**src/rtl/mat2x2_pkg.sv**
```systemverilog
// Shared widths, opcodes and sequencer state type for the 2x2 matrix ALU wrapper.
package mat2x2_pkg;

  localparam int ELEM_W = 8;
  localparam int RES_W  = 16;
  localparam int N_ELEM = 8;

  localparam logic [1:0] OP_ADD  = 2'b00;
  localparam logic [1:0] OP_SUB  = 2'b01;
  localparam logic [1:0] OP_MULT = 2'b10;
  localparam logic [1:0] OP_RSVD = 2'b11;

  typedef enum logic [1:0] {
    LOAD = 2'd0,
    WAIT = 2'd1,
    OUT  = 2'd2
  } state_t;

endpackage

```
**src/rtl/mat2x2_alu_sequencer.sv**
```systemverilog
// Byte-stream operand collector and word-stream result emitter around a
// combinational 2x2 matrix ALU.
//
//   state | meaning
//   LOAD  | accepting a00..b11, one element per input handshake
//   WAIT  | operands held stable, settle counter running down
//   OUT   | four captured result words streamed out, idx 0..3
module mat2x2_alu_sequencer
  import mat2x2_pkg::*;
#(
  parameter int unsigned SETTLE_CYCLES = 2
) (
  input  logic                   clk,
  input  logic                   rst_n,
  input  logic                   in_valid,
  output logic                   in_ready,
  input  logic [ELEM_W-1:0]      in_data,
  input  logic [1:0]             in_op,
  output logic [4*ELEM_W-1:0]    alu_a,
  output logic [4*ELEM_W-1:0]    alu_b,
  output logic [1:0]             alu_op,
  input  logic [4*RES_W-1:0]     alu_y,
  output logic                   out_valid,
  input  logic                   out_ready,
  output logic [RES_W-1:0]       out_data,
  output logic [1:0]             out_idx,
  output logic                   out_last,
  output logic                   out_err,
  output logic                   busy
);

  state_t                 state, state_nxt;
  logic [2:0]             elem_cnt;
  logic [3:0]             settle_cnt;
  logic [8*ELEM_W-1:0]    operands;
  logic [4*RES_W-1:0]     result;
  logic                   err_job;
  logic                   in_fire, out_fire, last_elem, settle_done;

  assign in_fire     = in_valid && in_ready;
  assign out_fire    = out_valid && out_ready;
  assign last_elem   = in_fire && (elem_cnt == 3'(N_ELEM - 1));
  assign settle_done = (state == WAIT) && (settle_cnt == 4'd1);

  always_ff @(posedge clk or negedge rst_n) begin
    if (!rst_n) state <= LOAD;
    else        state <= state_nxt;
  end

  always_comb begin
    state_nxt = state;
    case (state)
      LOAD:    if (last_elem) state_nxt = WAIT;
      WAIT:    if (settle_done) state_nxt = OUT;
      OUT:     if (out_fire && out_idx == 2'd3) state_nxt = LOAD;
      default: state_nxt = LOAD;
    endcase
  end

  // Element counter wraps 7 -> 0 on the last handshake, ready for the next job.
  always_ff @(posedge clk or negedge rst_n) begin
    if (!rst_n) begin
      elem_cnt <= '0;
      operands <= '0;
      alu_op   <= '0;
    end else if (in_fire) begin
      elem_cnt                         <= elem_cnt + 3'd1;
      operands[{elem_cnt, 3'b000} +: ELEM_W] <= in_data;
      if (elem_cnt == 3'd0) alu_op <= in_op;
    end
  end

  always_ff @(posedge clk or negedge rst_n) begin
    if (!rst_n)                                 settle_cnt <= '0;
    else if (last_elem)                         settle_cnt <= 4'(SETTLE_CYCLES);
    else if (state == WAIT && settle_cnt != '0) settle_cnt <= settle_cnt - 4'd1;
  end

  // A reserved opcode yields zero results; whatever the ALU drives is discarded.
  always_ff @(posedge clk or negedge rst_n) begin
    if (!rst_n) begin
      result  <= '0;
      err_job <= 1'b0;
    end else if (settle_done) begin
      result  <= (alu_op == OP_RSVD) ? '0 : alu_y;
      err_job <= (alu_op == OP_RSVD);
    end
  end

  always_ff @(posedge clk or negedge rst_n) begin
    if (!rst_n)        out_idx <= '0;
    else if (out_fire) out_idx <= out_idx + 2'd1;
  end

  assign alu_a     = operands[4*ELEM_W-1:0];
  assign alu_b     = operands[8*ELEM_W-1:4*ELEM_W];
  assign in_ready  = (state == LOAD);
  assign out_valid = (state == OUT);
  assign out_data  = result[{out_idx, 4'b0000} +: RES_W];
  assign out_last  = out_valid && (out_idx == 2'd3);
  assign out_err   = out_valid && err_job;
  assign busy      = (state != LOAD) || (elem_cnt != 3'd0);

endmodule

```
**config.mk**
```make
export PLATFORM = sky130hd
export DESIGN_NAME = mat2x2_alu_sequencer
export DESIGN_NICKNAME = d
export VERILOG_FILES = /design/src/rtl/mat2x2_pkg.sv /design/src/rtl/mat2x2_alu_sequencer.sv
export SDC_FILE = /design/constraint.sdc
export NUM_CORES = 1
export LEC_CHECK = 0
export CORE_MARGIN = 1
export CORE_UTILIZATION = 30
export CTS_BUF_LIST = sky130_fd_sc_hd__clkbuf_4 sky130_fd_sc_hd__clkbuf_8 sky130_fd_sc_hd__clkbuf_16
export DETAILED_ROUTE_END_ITERATION = 6
export GPL_TIMING_DRIVEN = 0
export PLACE_DENSITY = 0.61
export SLEW_MARGIN = 20
export SYNTH_ARGS = -nofsm -noshare
export SYNTH_HDL_FRONTEND = slang
export SYNTH_SLANG_ARGS = --single-unit
```
**constraint.sdc**
```tcl
create_clock -name clk -period 4.04 [get_ports clk]
set_clock_uncertainty 0.1 [all_clocks]
set_input_delay 1.01 -clock clk [delete_from_list [all_inputs] [get_ports clk]]
set_output_delay 1.01 -clock clk [all_outputs]
set_load 0.05 [all_outputs]
```
# Word level (Yosys, flattened, before mapping)
# Cells that the tools add are included.
op_classes:
  n_addsub: 4
  eq_ne: 9
  shift: 3
  muxes: 8
  reduce_logical: 17
op_table:
  columns: ["op", "count"]
  rows:
  - ["bitwise mux 64 bit", 1]
  - ["two-way mux 64 bit", 1]
  - ["variable shift 8 x 8 -> 64 bit, first input constant", 1]
  - ["variable part select 64 x 7 -> 16 bit", 1]
  - ["variable part select 8 x 8 -> 64 bit", 1]
  - ["logical AND 1 bit", 8]
  - ["two-way mux 4 bit", 2]
  - ["negator 6 -> 8 bit", 1]
  - ["== test 2 bit, second input constant", 3]
  - ["two-way mux 2 bit", 3]
  - ["one-hot mux 2 bit (3 select lines)", 1]
  - ["== test 4 x 1 -> 1 bit, second input constant", 1]
  - ["inequality test 2 x 1 -> 1 bit, second input constant", 2]
  - ["nonzero test 2 bit", 2]
  - ["nonzero test 4 bit", 1]
  - ["subtractor 4 x 1 -> 4 bit, second input constant", 1]
  - ["adder 3 x 1 -> 3 bit, second input constant", 1]
  - ["== test 3 bit, second input constant", 1]
  - ["zero test 3 bit", 1]
  - ["AND reduction 3 bit", 1]
  - ["nonzero test 3 bit", 1]
  - ["adder 2 x 1 -> 2 bit, second input constant", 1]
  - ["== test 2 x 1 -> 1 bit, second input constant", 1]
  - ["zero test 2 bit", 1]
  - ["other kinds (3)", 3]
word_totals:
  reg_bits: 142
  inputBits: 78
  out_inout_bits: 89

# Logic depth before layout (Yosys ltp)
# Gate-level depths: netlist of the first run.
depth:
  ltp_word: 5
  mapped_depth: 8
  depth_no_buf: 6

# Worst setup path after synthesis of the first run
# OpenSTA, ideal clock, no wires.
synth_timing:
  path_kind: "flip-flop to output port"
  start: "reg out_idx[0]"
  end: "out out_data[0]"
  t_arrival_ps: 1974
  setup_slack_ps: 956
  path_stages_with_launch: 4
  n_path_buf: 2
  cell_sequence: "dfrtp_1 buf_2 buf_2 mux4_2"
synth_between:
  elab_chain_cells: 1
synth_rtl:
  columns: ["element", "line", "rtl"]
  rows:
  - ["start: declaration", "mat2x2_alu_sequencer.sv:26", "output logic [1:0] out_idx,"]
  - ["start signal: assignment", "mat2x2_alu_sequencer.sv:92", "else if (out_fire) out_idx <= out_idx + 2'd1;"]
  - ["variable part select 64 x 7 -> 16 bit", "mat2x2_alu_sequencer.sv:99", "assign out_data = result[{out_idx, 4'b0000} +: RES_W];"]
  - ["end: declaration", "mat2x2_alu_sequencer.sv:25", "output logic [RES_W-1:0] out_data,"]
# Every way passes these cells.

# Worst setup path in the final report of the first run
layout_timing:
  start: "reg out_idx[0]"
  end: "out out_data[9]"
# The elaborated chain is that of the path after synthesis.

==> results of run 1 <==
power breakdown:
| part | total (uW) | internal, uW | switching [uW] |
|---|---|---|---|
| clock network | 1650 | 1050 | 600 |
| logic | 4570 | 1770 | 2800 |
| registers | 2530 | 2110 | 420 |
| total | 8740 | 4920 | 3820 |
what timing repair did:
| action | in CTS | in global routing |
|---|---|---|
| setup buffers | 0 | 0 |
| endpoints found under the setup margin | 9 | 9 |
| resized for setup | 1 | 1 |
stage by stage:
| stage | utilization [%] | total power [uW] | instance area [sq um] | hold WS, ns |
|---|---|---|---|---|
| 3_3_place_gp | 40.1 | 7030 | 8460 | 0.355 |
| 5_1_grt | 43.3 | 9190 | 9130 | 0.384 |
| 3_5_place_dp | 40.3 | 7120 | 8500 | 0.360 |
| 2_1_floorplan | - | 5560 | 6460 | 0.344 |
| 4_1_cts | 43.3 | 8820 | 9120 | 0.373 |
| 6_report | 43.3 | 8740 | 9130 | 0.370 |
how the worst min path moves through the flow:
stage | from | end | cells after the start
after global placement | result[12]$_DFFE_PN0P_ | result[12]$_DFFE_PN0P_ | 1
after CTS | result[54]$_DFFE_PN0P_ | result[54]$_DFFE_PN0P_ | 1
after floorplan | result[32]$_DFFE_PN0P_ | result[32]$_DFFE_PN0P_ | 1
after detailed placement | result[46]$_DFFE_PN0P_ | result[46]$_DFFE_PN0P_ | 1
final | result[54]$_DFFE_PN0P_ | result[54]$_DFFE_PN0P_ | 1
after global routing | result[54]$_DFFE_PN0P_ | result[54]$_DFFE_PN0P_ | 1
layout make-up:
cell class / count / area (sq um)
fill: 1924 / 12000
clock buffer: 18 / 439
timing repair buffer: 167 / 1690
clock inverter: 13 / 188
inverter: 11 / 41.3
tap: 275 / 344
buffer: 36 / 158
multi-input combinational: 278 / 2710
sequential: 142 / 3550
antenna: 2 / 5.00
layer usage:
metal	vias up	part of all wire (%)	global-route usage, %
met5	-	0	0
met4	0	1.6	6.19
met3	24	11	6.99
met2	201	47	27.8
met1	2327	41	21.1
li1	2138	-	-
critical path: cells and delay by family (launching register included):
family	cells	cell delay, ns
DFF	1	0.42
muxes	1	0.57
buffers and inverters	3	1.40
cells by family after synthesis:
| group | count (synthesis) | share of synthesized area, % |
|---|---|---|
| flops | 142 | 55.0 |
| simple gates | 110 | 13.7 |
| compound gates | 70 | 8.02 |
| xor+xnor | 2 | 0.271 |
| fa+ha+maj | 8 | 1.55 |
| mux | 88 | 18.4 |
| buf+inv | 47 | 3.02 |
cell usage after synthesis, types with 2 or more instances:
cell type / number / share of area, %
xnor2_1: 2 / 0.27
inv_1: 11 / 0.64
nor4_4: 2 / 0.66
nand4bb_1: 2 / 0.35
or3_1: 3 / 0.29
buf_2: 3 / 0.23
clkbuf_1: 30 / 1.7
mux2_1: 2 / 0.35
ha_1: 8 / 1.6
nor3b_1: 3 / 0.35
buf_6: 2 / 0.35
and4_1: 64 / 8.7
nor2_1: 2 / 0.12
and2_1: 4 / 0.39
o21ai_0: 3 / 0.23
nand2_1: 14 / 0.81
or3b_1: 2 / 0.27
dfrtp_1: 142 / 55
mux2_2: 54 / 9.4
nor2b_1: 2 / 0.19
mux2_4: 8 / 1.9
mux2i_1: 8 / 1.2
a21o_1: 64 / 7.4
mux4_2: 16 / 5.6
nor3_2: 2 / 0.31
nand2b_1: 2 / 0.19
sequential cells by signal (all words and copies together) (netlist names):
| signal | count |
|---|---|
| alu_op | 2 |
| elem_cnt | 3 |
| err_job | 1 |
| operands | 64 |
| out_idx | 2 |
| result | 64 |
| settle_cnt | 4 |
| state | 2 |
==> impl_metrics.tcl, run 1 <==
set metrics [dict create \
    grt_first_pass_wirelength_microns 28500 \
    fin_ws_ns 0.131 \
    cp_cell_sequence "buf_2 > clkbuf_4 > mux4_2 > clkdlybuf4s50_1" \
    drt_first_pass_iters 5 \
    powerDensity_nw_per_um2 957 \
    reg2reg_from "elem_cnt[0]$_DFFE_PN0P_" \
    place.gp.congestion 0.867 \
    grt_max_degree 88 \
    gr-total-overflow 0 \
    worst_pin_slew_ns 0.952 \
    layout-drive-gt1-share_pct 18.3 \
    pre_cts_ws_ns 0.317 \
    netlist_instances 467 \
    clkTransAtPathRegs_ns 0.06 \
    async_flop_share_pct 100 \
    critPathMaxStageDelay_ns 0.72 \
    crit_slowest_cell "clkdlybuf4s50_1" \
    drc 0 \
    reg2reg_slack_ns 0.86 \
    cts_sinks 142 \
    dp.cells 909 \
    crit_fanout 10 \
    place_hpwl_microns 13300 \
    die_h_microns 149 \
    cts_hold_buf 0 \
    synth_edf_count 0 \
    synth_ff_type "dfrtp_1" \
    r2r_cells 8 \
    ir_worst_vdd_mv 0.597 \
    clk_path_buf_depth 2 \
    final_max_slew_viol_count 0 \
    outcome "completed" \
    arrival_ns 2.80 \
    start_util_pct 30.6 \
    portBuffers 166 \
    htree_levels 4 \
    cap_violations 0 \
    fin_crit_ns 3.91 \
    final_common_cell "clkdlybuf4s50_1" \
    fmax_mhz 256 \
    drt_iter0_markers 166 \
    ys_seq_elements 142 \
    startpoint_type "register" \
    core_sq_um 21100 \
    cts-root-buf "clkbuf_16" \
    clock_latency_ns 0.42 \
    final_cells 942 \
    seq_area_frac_synth_pct 55.0 \
    cp-endpoint "out_data[9]" \
    track_usage_pct 17.4 \
    vias 4690 \
    synth.distinct_cells 38 \
    syn2layout_area_growth_pct 41.4 \
    required_ns 2.93 \
    rr_endpoint "operands[13]$_DFFE_PN0P_" \
    cp-end-kind "output pin" \
    numCtsBuffers 17 \
    num_rows 53 \
    netlist_area_sq_um 6460 \
    hold_class "register to register" \
    die-area_sq_um 22100 \
    syn_avg_cell_area_sq_um 13.8 \
    fp.dieW_microns 149 \
    tns_ns 0 \
    hold_violations 0 \
    grt_pass1_vias 4927 \
    syn-num-nets 553 \
    antenna_found_initial 2 \
    cts_tree "done" \
    ant_nets 0 \
    finalSetupViolations 0 \
    grt_setup_unrepaired "no" \
    fin_nets 739 \
    ios 167 \
    slew_headroom_pct 35.6 \
    setup.worst_path.start "out_idx[0]$_DFFE_PN0N_" \
    ys_warn_count 0 \
    p_leak_uw 0.00434 \
    fin_crit_sh_pct 96.8 \
    worstSetupPathType "register to output pin" \
    wl_microns 18500 \
    final_cell_mix "clkdlybuf4s50_1, dfrtp_1, and4_1, a21o_1, mux2_2" \
    via_per_inst 4.98 \
    wl_per_cell_microns 19.6 \
]
Note: power is estimated with default switching activity, not from simulation.
==> inputs of run 2 (changes only) <==
Settings changed: CTS_CLUSTER_SIZE set to 24, PLACE_DENSITY 0.61 to 0.63, SKIP_LAST_GASP set to 1.
==> run 2 against run 1 <==
Combinational power hardly changed. Sequential power hardly changed. Register-to-register slack worse by 0.05 ns. Critical path depth stayed put. Non-clock buffer count stayed put. Hold slack better by 0.0028 ns. Die area stayed put.
==> impl_metrics.tcl, run 2 (synthesis results as in run 1) <==
set metrics [dict create \
    multi_input_area_sq_um 2710 \
    portBuffers 166 \
    layout-drive-gt1-share_pct 18.5 \
    htree_levels 4 \
    finalSetupViolations 0 \
    power_uw 8600 \
    wl_met2_microns 9010 \
    final_max_slew_viol_count 0 \
    fin_nets 739 \
    final_common_cell "clkdlybuf4s50_1" \
    wl_met1_microns 7660 \
    ant_nets 0 \
    crit_fanout 10 \
    cts_tree "done" \
    num_rows 53 \
    cts_sinks 142 \
    dpl_cell_area_sq_um 8500 \
    cp-end-kind "output pin" \
    maxUsedRoutingLayer "met4" \
    numCtsBuffers 17 \
    drc 0 \
    required_ns 2.93 \
    die-area_sq_um 22100 \
    regArea_sq_um 3550 \
    ios 167 \
    drt_iter0_markers 171 \
    start_util_pct 30.6 \
    place.gp.congestion 0.863 \
    syn2layout_area_growth_pct 40.4 \
    place_hpwl_microns 13700 \
    core_sq_um 21100 \
    wl_microns 18700 \
    final_cell_area_sq_um 9060 \
    clkTransAtPathRegs_ns 0.06 \
    startpoint_type "register" \
    hold_violations 0 \
    hold_class "register to register" \
    drt_first_pass_iters 4 \
    fillers 1980 \
    via_per_inst 5.04 \
    grt_max_degree 97 \
    worst_pin_slew_ns 0.872 \
    cts_hold_buf 0 \
    post_cts_buffers 0 \
    track_usage_pct 17.7 \
    fmax_mhz 261 \
    fin_ws_ns 0.202 \
    die_h_microns 149 \
    cap_violations 0 \
    grt_setup_unrepaired "no" \
    clock_latency_ns 0.41 \
    cts-root-buf "clkbuf_16" \
    wl_per_cell_microns 19.9 \
    wl_met3_microns 1740 \
    grt_first_pass_wirelength_microns 29400 \
    fp.dieW_microns 149 \
    p_leak_uw 0.00431 \
    worstSetupPathType "register to output pin" \
    antenna_found_initial 1 \
    reg2reg_slack_ns 0.81 \
    grt_pass1_vias 5183 \
    clk_path_buf_depth 2 \
    gr-total-overflow 0 \
    fin_crit_sh_pct 95.0 \
    ir_worst_vdd_mv 0.590 \
    fin_crit_ns 3.84 \
    final_cell_mix "clkdlybuf4s50_1, dfrtp_1, and4_1, a21o_1, mux2_2" \
    pre_cts_ws_ns 0.362 \
    outcome "completed" \
    vias 4751 \
    top_regs "operands x64, result x64, settle_cnt x4" \
    arrival_ns 2.73 \
    slew_headroom_pct 41.6 \
    powerDensity_nw_per_um2 949 \
]
## run 2: cell types whose count changed in the layout (fill, tap and decap cells not counted)
| cell | before | now |
|---|---|---|
| diode_2 | 2 | 1 |
| clkinv_2 | 2 | 4 |
| clkinv_4 | 1 | 4 |
| inv_6 | 3 | 1 |
| clkbuf_4 | 1 | 2 |
| bufinv_16 | 4 | 1 |
## run 2: power breakdown
part           internal [uW]  total, uW  leakage, uW  switching [uW]
registers               2110       2540      0.00182             428
logic                   1770       4570      0.00222            2810
clock network            870       1490     0.000273             619
## run 2: worst paths after layout
| kind | start | endpoint | cells past startpoint |
|---|---|---|---|
| setup / recovery | out_idx[0]$_DFFE_PN0N_ | out_data[7] | 4 |
| hold / removal | result[54]$_DFFE_PN0P_ | result[54]$_DFFE_PN0P_ | 1 |
| setup reg to reg | elem_cnt[0]$_DFFE_PN0P_ | operands[14]$_DFFE_PN0P_ | 8 |
| hold reg to reg | result[54]$_DFFE_PN0P_ | result[54]$_DFFE_PN0P_ | 1 |
| max in group asynchronous | rst_n | operands[56]$_DFFE_PN0P_ | 2 |
| min in group asynchronous | rst_n | result[25]$_DFFE_PN0P_ | 1 |
## run 2: metal layers
layer,global-route usage (%),vias to the layer above
met1,20.8,2424
met2,29.7,174
met4,5.41,0
met5,0,-
li1,-,2132
met3,6.99,21
## run 2: worst max-delay path, stage by stage (launching register included)
cell and delay (ns):
dfrtp_1 0.37, buf_2 0.29, clkbuf_4 0.37, mux4_2 0.53
clkdlybuf4s50_1 0.75
## run 2: layout make-up
type	instances	share of cell area, %
Clock buffer	19	4.93
Sequential cell	142	39.2
Buffer	36	1.74
Antenna cell	1	0.0276
Clock inverter	13	1.28
Tap cell	275	3.80
Timing Repair Buffer	167	18.7
Multi-Input combinational cell	278	29.9
Inverter	11	0.455
## run 2: repair_timing
action / CTS / global route
hold endpoints to repair: 0 / 0
resized for setup: 1 / 1
cloned: 0 / 0
setup endpoints to repair: 9 / 9
## run 2: stage by stage
| step | hold slack [ns] | instances | util, % | TNS [ns] |
|---|---|---|---|---|
| finish | 0.373 | 942 | 43.0 | 0 |
| global route | 0.386 | 941 | 43.0 | 0 |
| CTS | 0.372 | 941 | 43.0 | 0 |
| detailed placement | 0.361 | 909 | 40.3 | 0 |
| global placement | 0.352 | 908 | 40.1 | -520.83 |
| floorplan | 0.344 | 467 | - | 0 |
